[config.mk]
export PLATFORM = sky130hd
export DESIGN_NAME = bus_arbiter_mux
export DESIGN_NICKNAME = d
export VERILOG_FILES = /design/src/rtl/bus_arbiter_mux.sv
export SDC_FILE = /design/constraint.sdc
export NUM_CORES = 1
export LEC_CHECK = 0
export BUFFER_PORTS_ARGS = -buffer_cell sky130_fd_sc_hd__buf_2
export CELL_PAD_IN_SITES_DETAIL_PLACEMENT = 1
export CELL_PAD_IN_SITES_GLOBAL_PLACEMENT = 1
export CORE_AREA = 2 2 339 341
export DETAILED_ROUTE_END_ITERATION = 16
export DIE_AREA = 0 0 341 343
export GPL_TIMING_DRIVEN = 0
export PLACE_DENSITY_LB_ADDON = 0.1
export SYNTH_ARGS = -nofsm -noshare
export SYNTH_HDL_FRONTEND = slang
export SYNTH_SLANG_ARGS = --single-unit
[constraint.sdc]
create_clock -name clk -period 16.38 [get_ports clk]
set_input_delay 4.914 -clock clk [delete_from_list [all_inputs] [get_ports clk]]
set_output_delay 4.914 -clock clk [all_outputs]
set_load 0.03 [all_outputs]
[src/rtl/bus_arbiter_mux.sv]
// bus_arbiter_mux: registered round-robin / forced-select bus source mux.
// Ports:
//   clk, clr         : clock, synchronous active-high reset
//   req              : per-source bus request (bit i = source i)
//   data_in          : flattened source words, source i at [i*WIDTH +: WIDTH]
//   force_en         : control-unit override of arbitration
//   force_sel        : source index used while force_en=1
//   bus_out          : registered bus word
//   bus_valid        : bus_out carries data of a granted source
//   grant            : registered one-hot grant (zero when idle)
//   grant_idx        : registered index of the granted source (0 when idle)
module bus_arbiter_mux #(
  parameter int WIDTH    = 32,
  parameter int NUM_SRC  = 24,
  parameter int SEL_W    = 5,
  parameter int MAX_HOLD = 8
) (
  input  logic                     clk,
  input  logic                     clr,
  input  logic [NUM_SRC-1:0]       req,
  input  logic [NUM_SRC*WIDTH-1:0] data_in,
  input  logic                     force_en,
  input  logic [SEL_W-1:0]         force_sel,
  output logic [WIDTH-1:0]         bus_out,
  output logic                     bus_valid,
  output logic [NUM_SRC-1:0]       grant,
  output logic [SEL_W-1:0]         grant_idx
);

  localparam int HW = $clog2(MAX_HOLD + 1);

  typedef enum logic {
    IDLE,
    BUSY
  } state_t;

  state_t             state;
  state_t             nState;
  logic [SEL_W-1:0]   rrPtr;
  logic [SEL_W-1:0]   nPtr;
  logic [HW-1:0]      holdCnt;
  logic [HW-1:0]      nHold;
  logic [HW-1:0]      holdEff;
  logic               forced;
  logic               nForced;
  logic [WIDTH-1:0]   busReg;
  logic [WIDTH-1:0]   nBus;
  logic               validReg;
  logic [NUM_SRC-1:0] grantReg;
  logic [NUM_SRC-1:0] nGrant;
  logic [SEL_W-1:0]   idxReg;
  logic [SEL_W-1:0]   nIdx;

  logic               selHit;
  logic [SEL_W-1:0]   selIdx;
  logic [NUM_SRC-1:0] others;
  logic               expire;
  logic               relBus;
  logic [SEL_W-1:0]   nextPtr;
  logic               idleHit;
  logic [SEL_W-1:0]   idleW;
  logic               handHit;
  logic [SEL_W-1:0]   handW;

  logic [WIDTH-1:0]   src [NUM_SRC];

  for (genvar i = 0; i < NUM_SRC; i++) begin : gUnpack
    assign src[i] = data_in[i*WIDTH +: WIDTH];
  end

  function automatic logic [NUM_SRC-1:0] onehot(
    input logic [SEL_W-1:0] idx
  );
    logic [NUM_SRC-1:0] oh;
    oh      = '0;
    oh[idx] = 1'b1;
    return oh;
  endfunction

  // Cyclic priority scan starting at 'start'.
  function automatic void arb(
    input  logic [NUM_SRC-1:0] r,
    input  logic [SEL_W-1:0]   start,
    output logic               hit,
    output logic [SEL_W-1:0]   idx
  );
    int pi;
    hit = 1'b0;
    idx = '0;
    for (int k = 0; k < NUM_SRC; k++) begin
      pi = int'(start) + k;
      if (pi >= NUM_SRC) pi = pi - NUM_SRC;
      if (!hit && r[pi[SEL_W-1:0]]) begin
        hit = 1'b1;
        idx = pi[SEL_W-1:0];
      end
    end
  endfunction

  always_ff @(posedge clk) begin
    if (clr) begin
      state    <= IDLE;
      rrPtr    <= '0;
      holdCnt  <= '0;
      forced   <= 1'b0;
      busReg   <= '0;
      validReg <= 1'b0;
      grantReg <= '0;
      idxReg   <= '0;
    end else begin
      state    <= nState;
      rrPtr    <= nPtr;
      holdCnt  <= nHold;
      forced   <= nForced;
      busReg   <= nBus;
      validReg <= selHit;
      grantReg <= nGrant;
      idxReg   <= nIdx;
    end
  end

  always_comb begin
    nState  = state;
    nPtr    = rrPtr;
    nHold   = holdCnt;
    nForced = forced;
    selHit  = 1'b0;
    selIdx  = '0;

    // A grant inherited from a forced select starts its hold count at 0.
    holdEff = forced ? '0 : holdCnt;
    others  = req & ~onehot(idxReg);
    expire  = (int'(holdEff) >= MAX_HOLD) && (others != '0);
    relBus  = !req[idxReg] || expire;
    nextPtr = (int'(idxReg) == NUM_SRC - 1) ? '0 : idxReg + 1'b1;

    arb(req, rrPtr, idleHit, idleW);
    // 'others' already drops the owner; for a plain release req[g]=0.
    arb(others, nextPtr, handHit, handW);

    if (force_en) begin
      if (int'(force_sel) < NUM_SRC) begin
        selHit  = 1'b1;
        selIdx  = force_sel;
        nState  = BUSY;
        nForced = 1'b1;
      end else begin
        nState  = IDLE;
        nForced = 1'b0;
      end
    end else begin
      nForced = 1'b0;
      unique case (state)
        IDLE: begin
          if (idleHit) begin
            selHit = 1'b1;
            selIdx = idleW;
            nHold  = HW'(1);
            nState = BUSY;
          end
        end
        BUSY: begin
          if (!relBus) begin
            selHit = 1'b1;
            selIdx = idxReg;
            nHold  = (int'(holdEff) < MAX_HOLD) ?
                     holdEff + HW'(1) : holdEff;
          end else begin
            nPtr = nextPtr;
            if (handHit) begin
              selHit = 1'b1;
              selIdx = handW;
              nHold  = HW'(1);
            end else begin
              nState = IDLE;
              nHold  = '0;
            end
          end
        end
        default: nState = IDLE;
      endcase
    end

    nBus   = selHit ? src[selIdx] : '0;
    nGrant = selHit ? onehot(selIdx) : '0;
    nIdx   = selHit ? selIdx : '0;
  end

  assign bus_out   = busReg;
  assign bus_valid = validReg;
  assign grant     = grantReg;
  assign grant_idx = idxReg;

endmodule

---- Word level (Yosys, flattened, before mapping) ----
Index checks and enable logic that the tools add are counted.
storage, ports and cells
  flip-flop bits (word level) ............. 72
  output and inout port bits .............. 62
  logic and storage cells ................. 585
  input bits .............................. 800
cells by class
  reduce and logical (&&, ||, !) cells .... 102
  bitwise gates (word level) .............. 6
  eq/ne operators ......................... 2
  multiplexer cells ....................... 268
  add/subtract/negate cells ............... 96
  order comparisons ....................... 104
operators by type and width
  cell                                                               number
  two-way mux 5 bit                                                  102
  less-than comparator 5 x 6 -> 1 bit, second input constant         50
  greater-or-equal comparator 6 x 5 -> 1 bit, second input constant  46
  binary-select mux 1 bit (select 5 bit)                             49
  subtractor 5 bit, second input constant                            48
  binary-select mux 32 bit (select 5 bit)                            1
  two-way mux 1 bit                                                  105
  adder 5 x 4 -> 6 bit, second input constant                        16
  adder 5 x 5 -> 6 bit, second input constant                        16
  two-way mux 32 bit                                                 2
  logical AND 1 bit                                                  49
  adder 5 x 3 -> 6 bit, second input constant                        8
  zero test 1 bit                                                    47
  adder 5 x 2 -> 6 bit, second input constant                        4
  bitwise AND 24 bit                                                 1
  NOT 24 bit                                                         1
  nonzero test 24 bit                                                1
  two-way mux 4 bit                                                  4
  adder 5 x 1 -> 6 bit, second input constant                        2
  demux 1 bit (select 5 bit)                                         2
  greater-or-equal comparator 5 x 1 -> 1 bit, second input constant  2
  greater-or-equal comparator 5 bit, second input constant           2
  one-hot mux 5 bit (2 select lines)                                 1
  one-hot mux 4 bit (2 select lines)                                 1
  other kinds (15)                                                   18

---- Longest topological paths before layout ----
Gate-level depths: netlist (run 1).
  depth in word-level cells ............... 86
  mapped depth ............................ 38
  depth with buffers taken out ............ 28

---- Worst setup path after synthesis (run 1) ----
Ideal clock, no wire load.
  path type ............................... input port to flip-flop
  start ................................... input port req[0]
  end ..................................... register busReg[6] (netlist: bus_out[6])
  arrival time ............................ 9.311 ns
  stages on the path ...................... 20
  data required time ...................... 16.242 ns
  setup slack ............................. 6.931 ns
  setup time .............................. 0.138 ns
  buffers on the path ..................... 3
  path through ............................ clkbuf_1 -> mux4_2 -> inv_1 -> mux4_2 -> o21ai_1 -> nor4_2 -> nand4_2 -> nor4_4 -> nand3_1 -> o21ai_1 -> nor3_1 -> o31a_1 -> and2_1 -> buf_6 -> inv_6 -> buf_6 -> mux4_2 -> mux2_2 -> nand2_1 -> a41oi_1
between the ends
  longest elaborated chain between the ends .. 81
  elaborated cells on any way between the ends .. 307
  those cells by class .................... mux: 207; bitwise: 3; reduce/logical: 97
RTL lines
  element                                                 line  source
  from (decl)                                             20    input logic [NUM_SRC-1:0] req,
  bitwise AND 24 bit                                      132   others = req & ~onehot(idxReg);
  binary-select mux 1 bit (select 5 bit)                  93    if (!hit && r[pi[SEL_W-1:0]]) begin
  two-way mux 1 bit (implied by the code)                 93
  two-way mux 1 bit                                       93
  zero test 1 bit                                         93
  logical AND 1 bit                                       93
  two-way mux 1 bit                                       93
  zero test 1 bit                                         93
  (+64 left out)                                          -
  two-way mux 5 bit or two-way mux 1 bit (tied branches)  93
  two-way mux 5 bit                                       170   if (handHit) begin
  two-way mux 5 bit                                       163   if (!relBus) begin
  one-hot mux 5 bit (2 select lines)                      153   unique case (state)
  two-way mux 5 bit                                       141   if (force_en) begin
  NOT 5 -> 6 bit (implied by the code)                    184   nBus = selHit ? src[selIdx] : '0;
  binary-select mux 32 bit (select 5 bit)                 184
  two-way mux 32 bit (implied by the code) (2 in a row)   184
  to (signal assigned)                                    115   busReg <= nBus;
  to (decl)                                               46    logic [WIDTH-1:0] busReg;
Several ways; a longest one is shown, not always the timed one. The select of a mux whose other input is x is not followed.
A chain may end at the register's enable or synchronous reset.

---- Worst setup path in the final report (run 1) ----
  start ................................... input port req[6]
  end ..................................... register busReg[24] (netlist: bus_out[24])
The elaborated chain is that of the path after synthesis.

==> reports/qor.yml, run 1 <==
final.setup.worst_slack_ps: 3360
hold_path_startpoint: "holdCnt[1]$_SDFFE_PP0P_"
synth_ff_type: "dfxtp_1"
start_kind: "input port"
p_leak_nw: 11.9
clk-insertion-delay-late_ps: 410
yosysSeqAreaShare_pct: 6.67
synth.cell_area_mm2: 0.0216
synth_async_sr_flop_share_pct: 0
status: "completed"
first_pass_iters: 6
port_buffers: 857
cts_resized: 0
hold_path.class: "reg2reg"
critPathKind: "in2reg"
synth_seq_cells: 72
area_growth_pct: 30.3
ir_drop_mv: 0.0531
nets: 4462
max_cap_viol_count: 0
crit_path_max_incr_delay_ps: 990
finalClockSkew_ps: 22.3
ioPinCount: 862
dp_hpwl_um: 170000
cts_tree: "yes"
syn_avg_cell_area_um2: 7.87
cts_buffers: 9
post-cts-setup-buffer-count: 0
yosys_warnings: 0
worst_r2r_startpoint: "grant_idx[1]$_SDFF_PP0_"
crit_required_ps: 16620
crit_path_start: "req[6]"
period_minus_slack_ps: 13020
rows: 124
n_fill_cell: 13909
yosys.area.top_type: "mux4_2"
track_usage_pct: 32.2
viasPerCell: 5.64
synthSimpleGateAreaFrac_pct: 23.7
power_density_mw_per_mm2: 126
cts_buffer_depth: 2
critPathMaxFanout: 10
tightestPinTransition_ps: 1420
antenna_found_initial: 80
crit_arrival_ps: 13250
clk_pin_slew_ps: 80
h-tree-depth: 3
ys_top_cells_by_area: "mux4_2, mux2i_1, dfxtp_1, a21oi_1, nand2_1"
drive_above_1_share_pct: 36.4
synth_top_family_by_area: "multiplexers"
tns_ps: 0
total_power_mw: 3.55
synth.most_common_cell: "nand2_1"
synth_edf_count: 0
max_freq_mhz: 76.8
fp.dieArea_mm2: 0.117
postCtsHoldBufs: 0
wirelength_um: 196000
routabilityCongestion: 0.976
synth-xor-area-share_pct: 2.09
drc_errors: 0
syn_nets: 3594
globalRouteOverflowTotal: 0
root_buffer: "clkbuf_16"
synth_top_cell_area_share_pct: 16.0
drtIter0Drc: 3060
slew_headroom_pct: 4.44
wl_per_cell_um: 38.0
finalHoldViolCount: 0
dp_worst_setup_slack_ps: 3220
die_h_um: 343
synth_compound_area_share_pct: 28.5
dr_total_vias: 29105
synth.area.mux_share_pct: 28.9
synthCells: 2745
core_area_mm2: 0.113
cp_slowest_cell: "mux2i_1"
critPathCaptureType: "flop"
grt_max_degree: 15
chipWidth_um: 341
setup_violations: 0
initial_core_util_pct: 19.1
grt_pass1_wl_um: 260000
cts_sinks: 72
ys_types: 126
cp_cell_sequence: "clkbuf_1 > mux4_2 > mux2i_1 > a311oi_1 > nor4_2 > nand4_2 > nor4_4 > nand3_1 > a21oi_1 > a2111o_1 > a21oi_1 > o41ai_2 > a31o_1 > buf_4 > buf_2 > buf_2 > mux4_2 > mux2i_1 > o211ai_1"
synth_commonest_cells: "nand2_1, nor2_1, mux2i_1, a21oi_1, mux4_2"
drv_slew: 0
rsz0062_at_grt: "no"
yosys.area_share.adder_pct: 2.88
period_share_pct: 79.5
final_antenna_net_count: 0
grt_pass1_vias: 28664
sequential cells by signal, indices dropped and copies added, names as in the netlist:
signal     count
grant_idx      5
bus_valid      1
bus_out       32
holdCnt        4
forced         1
grant         24
rrPtr          5
placed cells by master, fill, tap and decap left out, types with 29 or more instances in the layout:
| master | synthesis | final |
|---|---|---|
| buf_2 | 66 | 924 |
| nand2_1 | 238 | 238 |
| nor2_1 | 221 | 221 |
| mux2i_1 | 197 | 197 |
| a21oi_1 | 190 | 190 |
| mux4_2 | 154 | 154 |
| o21ai_0 | 112 | 112 |
| clkbuf_1 | 103 | 104 |
| nand3_1 | 92 | 92 |
| o211ai_1 | 73 | 73 |
| dfxtp_1 | 72 | 72 |
| nor3_1 | 69 | 69 |
| mux2_2 | 63 | 63 |
| inv_1 | 59 | 59 |
| ha_1 | 49 | 49 |
| nand4_1 | 46 | 46 |
| a211oi_1 | 37 | 37 |
| xnor2_1 | 37 | 36 |
| o21ai_1 | 35 | 35 |
| nor4_1 | 35 | 35 |
| a31oi_1 | 35 | 35 |
| buf_4 | 33 | 33 |
| diode_2 | 0 | 31 |
| and3_1 | 31 | 31 |
| a41oi_1 | 30 | 30 |
| nor2b_1 | 29 | 29 |
| or3_1 | 29 | 29 |
cell families (layout without fill, tap and decap cells):
logic type                 count (synthesis)  after routing
AOI/OAI and AO/OA                        872            872
xor gates and xnor gates                  46             46
adders and majority gates                 50             50
buffers and inverters                    309           1182
DFF                                       72             72
muxes                                    420            420
other                                      0             31
and+or+nand+nor                          976            976
worst paths after layout:
kind	to	slack (ps)	cells past startpoint
min	holdCnt[3]$_SDFFE_PP0P_	500	2
min reg2reg	holdCnt[3]$_SDFFE_PP0P_	500	2
max reg2reg	bus_out[24]$_SDFF_PP0_	4200	31
max	bus_out[24]$_SDFF_PP0_	3360	19
metrics by stage:
step	hold WS, ps	area, µm²	util, %	std cells
after floorplan	459	21600	-	2745
after global placement	491	27800	24.5	5114
after detailed placement	494	27800	24.5	5114
after CTS	497	28100	24.8	5130
after global routing	547	28100	24.8	5148
final	501	28200	24.8	5161
report_power, final:
| group | switching, mW | leakage (nW) | internal [mW] |
|---|---|---|---|
| clock network | 0.108 | 0.133 | 0.103 |
| registers | 0.0278 | 0.590 | 0.211 |
| logic | 2.09 | 11.1 | 1.01 |
| total | 2.22 | 11.9 | 1.33 |
layout make-up:
class	instances	area [µm²]	area share, %
Antenna cell	31	77.6	0.276
Buffer	241	1320	4.67
Clock buffer	10	229	0.813
Clock inverter	6	43.8	0.156
Inverter	68	260	0.924
Multi-Input combinational cell	2364	18600	66.1
Sequential cell	72	1440	5.12
Tap cell	1512	1890	6.72
Timing Repair Buffer	857	4290	15.2
metal layers:
| metal | part of all wire, % | track usage (%) |
|---|---|---|
| met1 | 42 | 41.8 |
| met2 | 45 | 50.4 |
| met3 | 8.1 | 8.37 |
| met4 | 4.6 | 13.5 |
| met5 | 0.12 | 0 |
worst max-delay path, delay by kind of cell:
kind | cells | cell delay [ps]
buf+inv | 4 | 1760
compound gates | 7 | 1950
mux | 4 | 2310
simple gates | 4 | 2190
Power figures use the tool's default switching activity.
==> inputs of run 2 (changes only) <==
--- a/config.mk
+++ b/config.mk
@@ -5,12 +5,13 @@
 export SDC_FILE = /design/constraint.sdc
 export NUM_CORES = 1
 export LEC_CHECK = 0
+export ABC_AREA = 1
 export BUFFER_PORTS_ARGS = -buffer_cell sky130_fd_sc_hd__buf_2
 export CELL_PAD_IN_SITES_DETAIL_PLACEMENT = 1
 export CELL_PAD_IN_SITES_GLOBAL_PLACEMENT = 1
-export CORE_AREA = 2 2 339 341
+export CORE_AREA = 2 2 335 337
 export DETAILED_ROUTE_END_ITERATION = 16
-export DIE_AREA = 0 0 341 343
+export DIE_AREA = 0 0 337 339
 export GPL_TIMING_DRIVEN = 0
 export PLACE_DENSITY_LB_ADDON = 0.1
 export SYNTH_ARGS = -nofsm -noshare
==> constraint.sdc (replaced) <==
create_clock -name clk -period 12.2 [get_ports clk]
set_input_delay 3.66 -clock clk [delete_from_list [all_inputs] [get_ports clk]]
set_output_delay 3.66 -clock clk [all_outputs]
set_load 0.03 [all_outputs]
==> reports/qor.yml, run 2 <==
synth_top_cell_area_share_pct: 36.6
dr_total_vias: 32866
ir_drop_mv: 0.0742
setup_violations: 0
synth.most_common_cell: "nand2_1"
synth_async_sr_flop_share_pct: 0
max_cap_viol_count: 0
tns_ps: 0
synth.cell_area_mm2: 0.0212
crit_top_cell: "nand2_1"
synth_commonest_cells: "nand2_1, nand3_1, inv_1, nor2_1, o21ai_0"
synthCells: 4411
post-cts-setup-buffer-count: 0
dp_hpwl_um: 160000
combPwrFrac_pct: 85.8
viasPerCell: 4.82
first_pass_iters: 6
synth_ff_type: "dfxtp_1"
cts_sinks: 72
die_h_um: 339
slew_headroom_pct: 8.17
rows: 122
cp_slowest_cell: "o21ai_0"
switching_share_pct: 67.7
power_switching_mw: 3.00
grt_pass1_wl_um: 249000
yosysSeqAreaShare_pct: 6.81
chipWidth_um: 337
drive_above_1_share_pct: 22.1
port_buffers: 860
cts_resized: 0
routabilityCongestion: 0.997
finalClockSkew_ps: 21.6
largest_reg_flops: 32
syn_nets: 5260
status: "completed"
final_core_util_pct: 25.2
power_density_mw_per_mm2: 160
synth_seq_cells: 72
crit_path_max_incr_delay_ps: 700
cts_buffer_depth: 2
track_usage_pct: 30.9
drc_errors: 0
period_minus_slack_ps: 10400
antenna_found_initial: 75
cts_buffers: 9
area_growth_pct: 31.1
globalRouteOverflowTotal: 0
critPathCaptureType: "flop"
pwr-share-clk_pct: 7.2
period_share_pct: 85.3
yosys_warnings: 0
grt_pass1_vias: 32853
finalHoldViolCount: 0
yosys.area.top_type: "nand2_1"
internal_power_mw: 1.43
crit_required_ps: 12440
fp.dieArea_mm2: 0.114
final_antenna_net_count: 0
critPathKind: "in2reg"
crit_arrival_ps: 10640
final_common_cell: "nand2_1"
h-tree-depth: 3
postCtsHoldBufs: 0
tightestPinTransition_ps: 1380
grt_max_degree: 16
wl_per_cell_um: 26.8
clk_pin_slew_ps: 90
drtIter0Drc: 2562
max_freq_mhz: 96.1
ioPinCount: 862
core_area_mm2: 0.110
seqPwrFrac_pct: 7.0
clk-insertion-delay-late_ps: 400
root_buffer: "clkbuf_16"
wirelength_um: 182000
syn_avg_cell_area_um2: 4.80
critPathMaxFanout: 10
initial_core_util_pct: 19.2
drv_slew: 0
nets: 6131
hold_path.class: "reg2reg"
p_leak_nw: 16.2
start_kind: "input port"
rsz0062_at_grt: "no"
cts_tree: "yes"
ys_top_cells_by_area: "nand2_1, nand3_1, inv_1, dfxtp_1, o21ai_0"
synth_edf_count: 0
final_cell_mix: "nand2_1, buf_2, nand3_1"
ys_types: 60
## run 2: cell type report
| type | count | area [µm²] |
|---|---|---|
| Fill cell | 15248 | 82600 |
| Tap cell | 1488 | 1860 |
| Timing Repair Buffer | 860 | 4300 |
| Clock buffer | 11 | 253 |
| Sequential cell | 72 | 1440 |
| Multi-Input combinational cell | 3661 | 16900 |
| Buffer | 244 | 1220 |
| Inverter | 434 | 1640 |
| Clock inverter | 5 | 63.8 |
| Antenna cell | 40 | 100 |
## run 2: stage by stage
step | cell area (µm²) | setup WS [ps] | std cells | hold slack, ps | total power, mW
floorplan | 21200 | 4780 | 4411 | 435 | 2.49
global placement | 27300 | 1430 | 6759 | 455 | 4.09
detailed placement | 27300 | 1400 | 6759 | 461 | 4.10
CTS | 27700 | 1810 | 6775 | 470 | 4.44
global route | 27700 | 1290 | 6795 | 501 | 4.80
finish | 27800 | 1800 | 6815 | 467 | 4.44
## run 2: routing by layer
| metal | vias up | track usage [%] | share of wire (%) |
|---|---|---|---|
| li1 | 15757 | - | - |
| met1 | 15824 | 39.7 | 43 |
| met2 | 1073 | 53.7 | 48 |
| met3 | 192 | 4.32 | 6.0 |
| met4 | 20 | 7.79 | 2.7 |
| met5 | - | 0 | 0.063 |
## run 2: final timing paths
path         slack (ps)  cells past startpoint                    start                       to
max                1800                     33                   req[1]    bus_out[8]$_SDFF_PP0_
min                 470                      2  holdCnt[1]$_SDFFE_PP0P_  holdCnt[1]$_SDFFE_PP0P_
max reg2reg        1940                     38  grant_idx[1]$_SDFF_PP0_    bus_out[8]$_SDFF_PP0_
min reg2reg         470                      2  holdCnt[1]$_SDFFE_PP0P_  holdCnt[1]$_SDFFE_PP0P_
## run 2: power by group through the flow
| stage | clock (mW) | sequential [mW] | combinational [mW] |
|---|---|---|---|
| floorplan | 0 | 0.367 | 2.13 |
| global placement | 0 | 0.315 | 3.77 |
| detailed placement | 0 | 0.314 | 3.79 |
| CTS | 0.325 | 0.311 | 3.80 |
| global route | 0.333 | 0.315 | 4.15 |
| finish | 0.317 | 0.312 | 3.81 |
## run 2: worst max-delay path, delay by kind of cell
family,cells,cell delay (ps)
buf+inv,5,930
compound gates,6,2220
simple gates,22,3790
## run 2: kinds of logic after synthesis
logic type      Yosys count  share of synthesized area, %
mux                      11                         0.520
compound gates          496                          12.9
xor+xnor                 38                          1.78
buf+inv                 678                          13.5
fa+ha+maj                49                          2.90
simple gates           3067                          61.6
flops                    72                          6.81
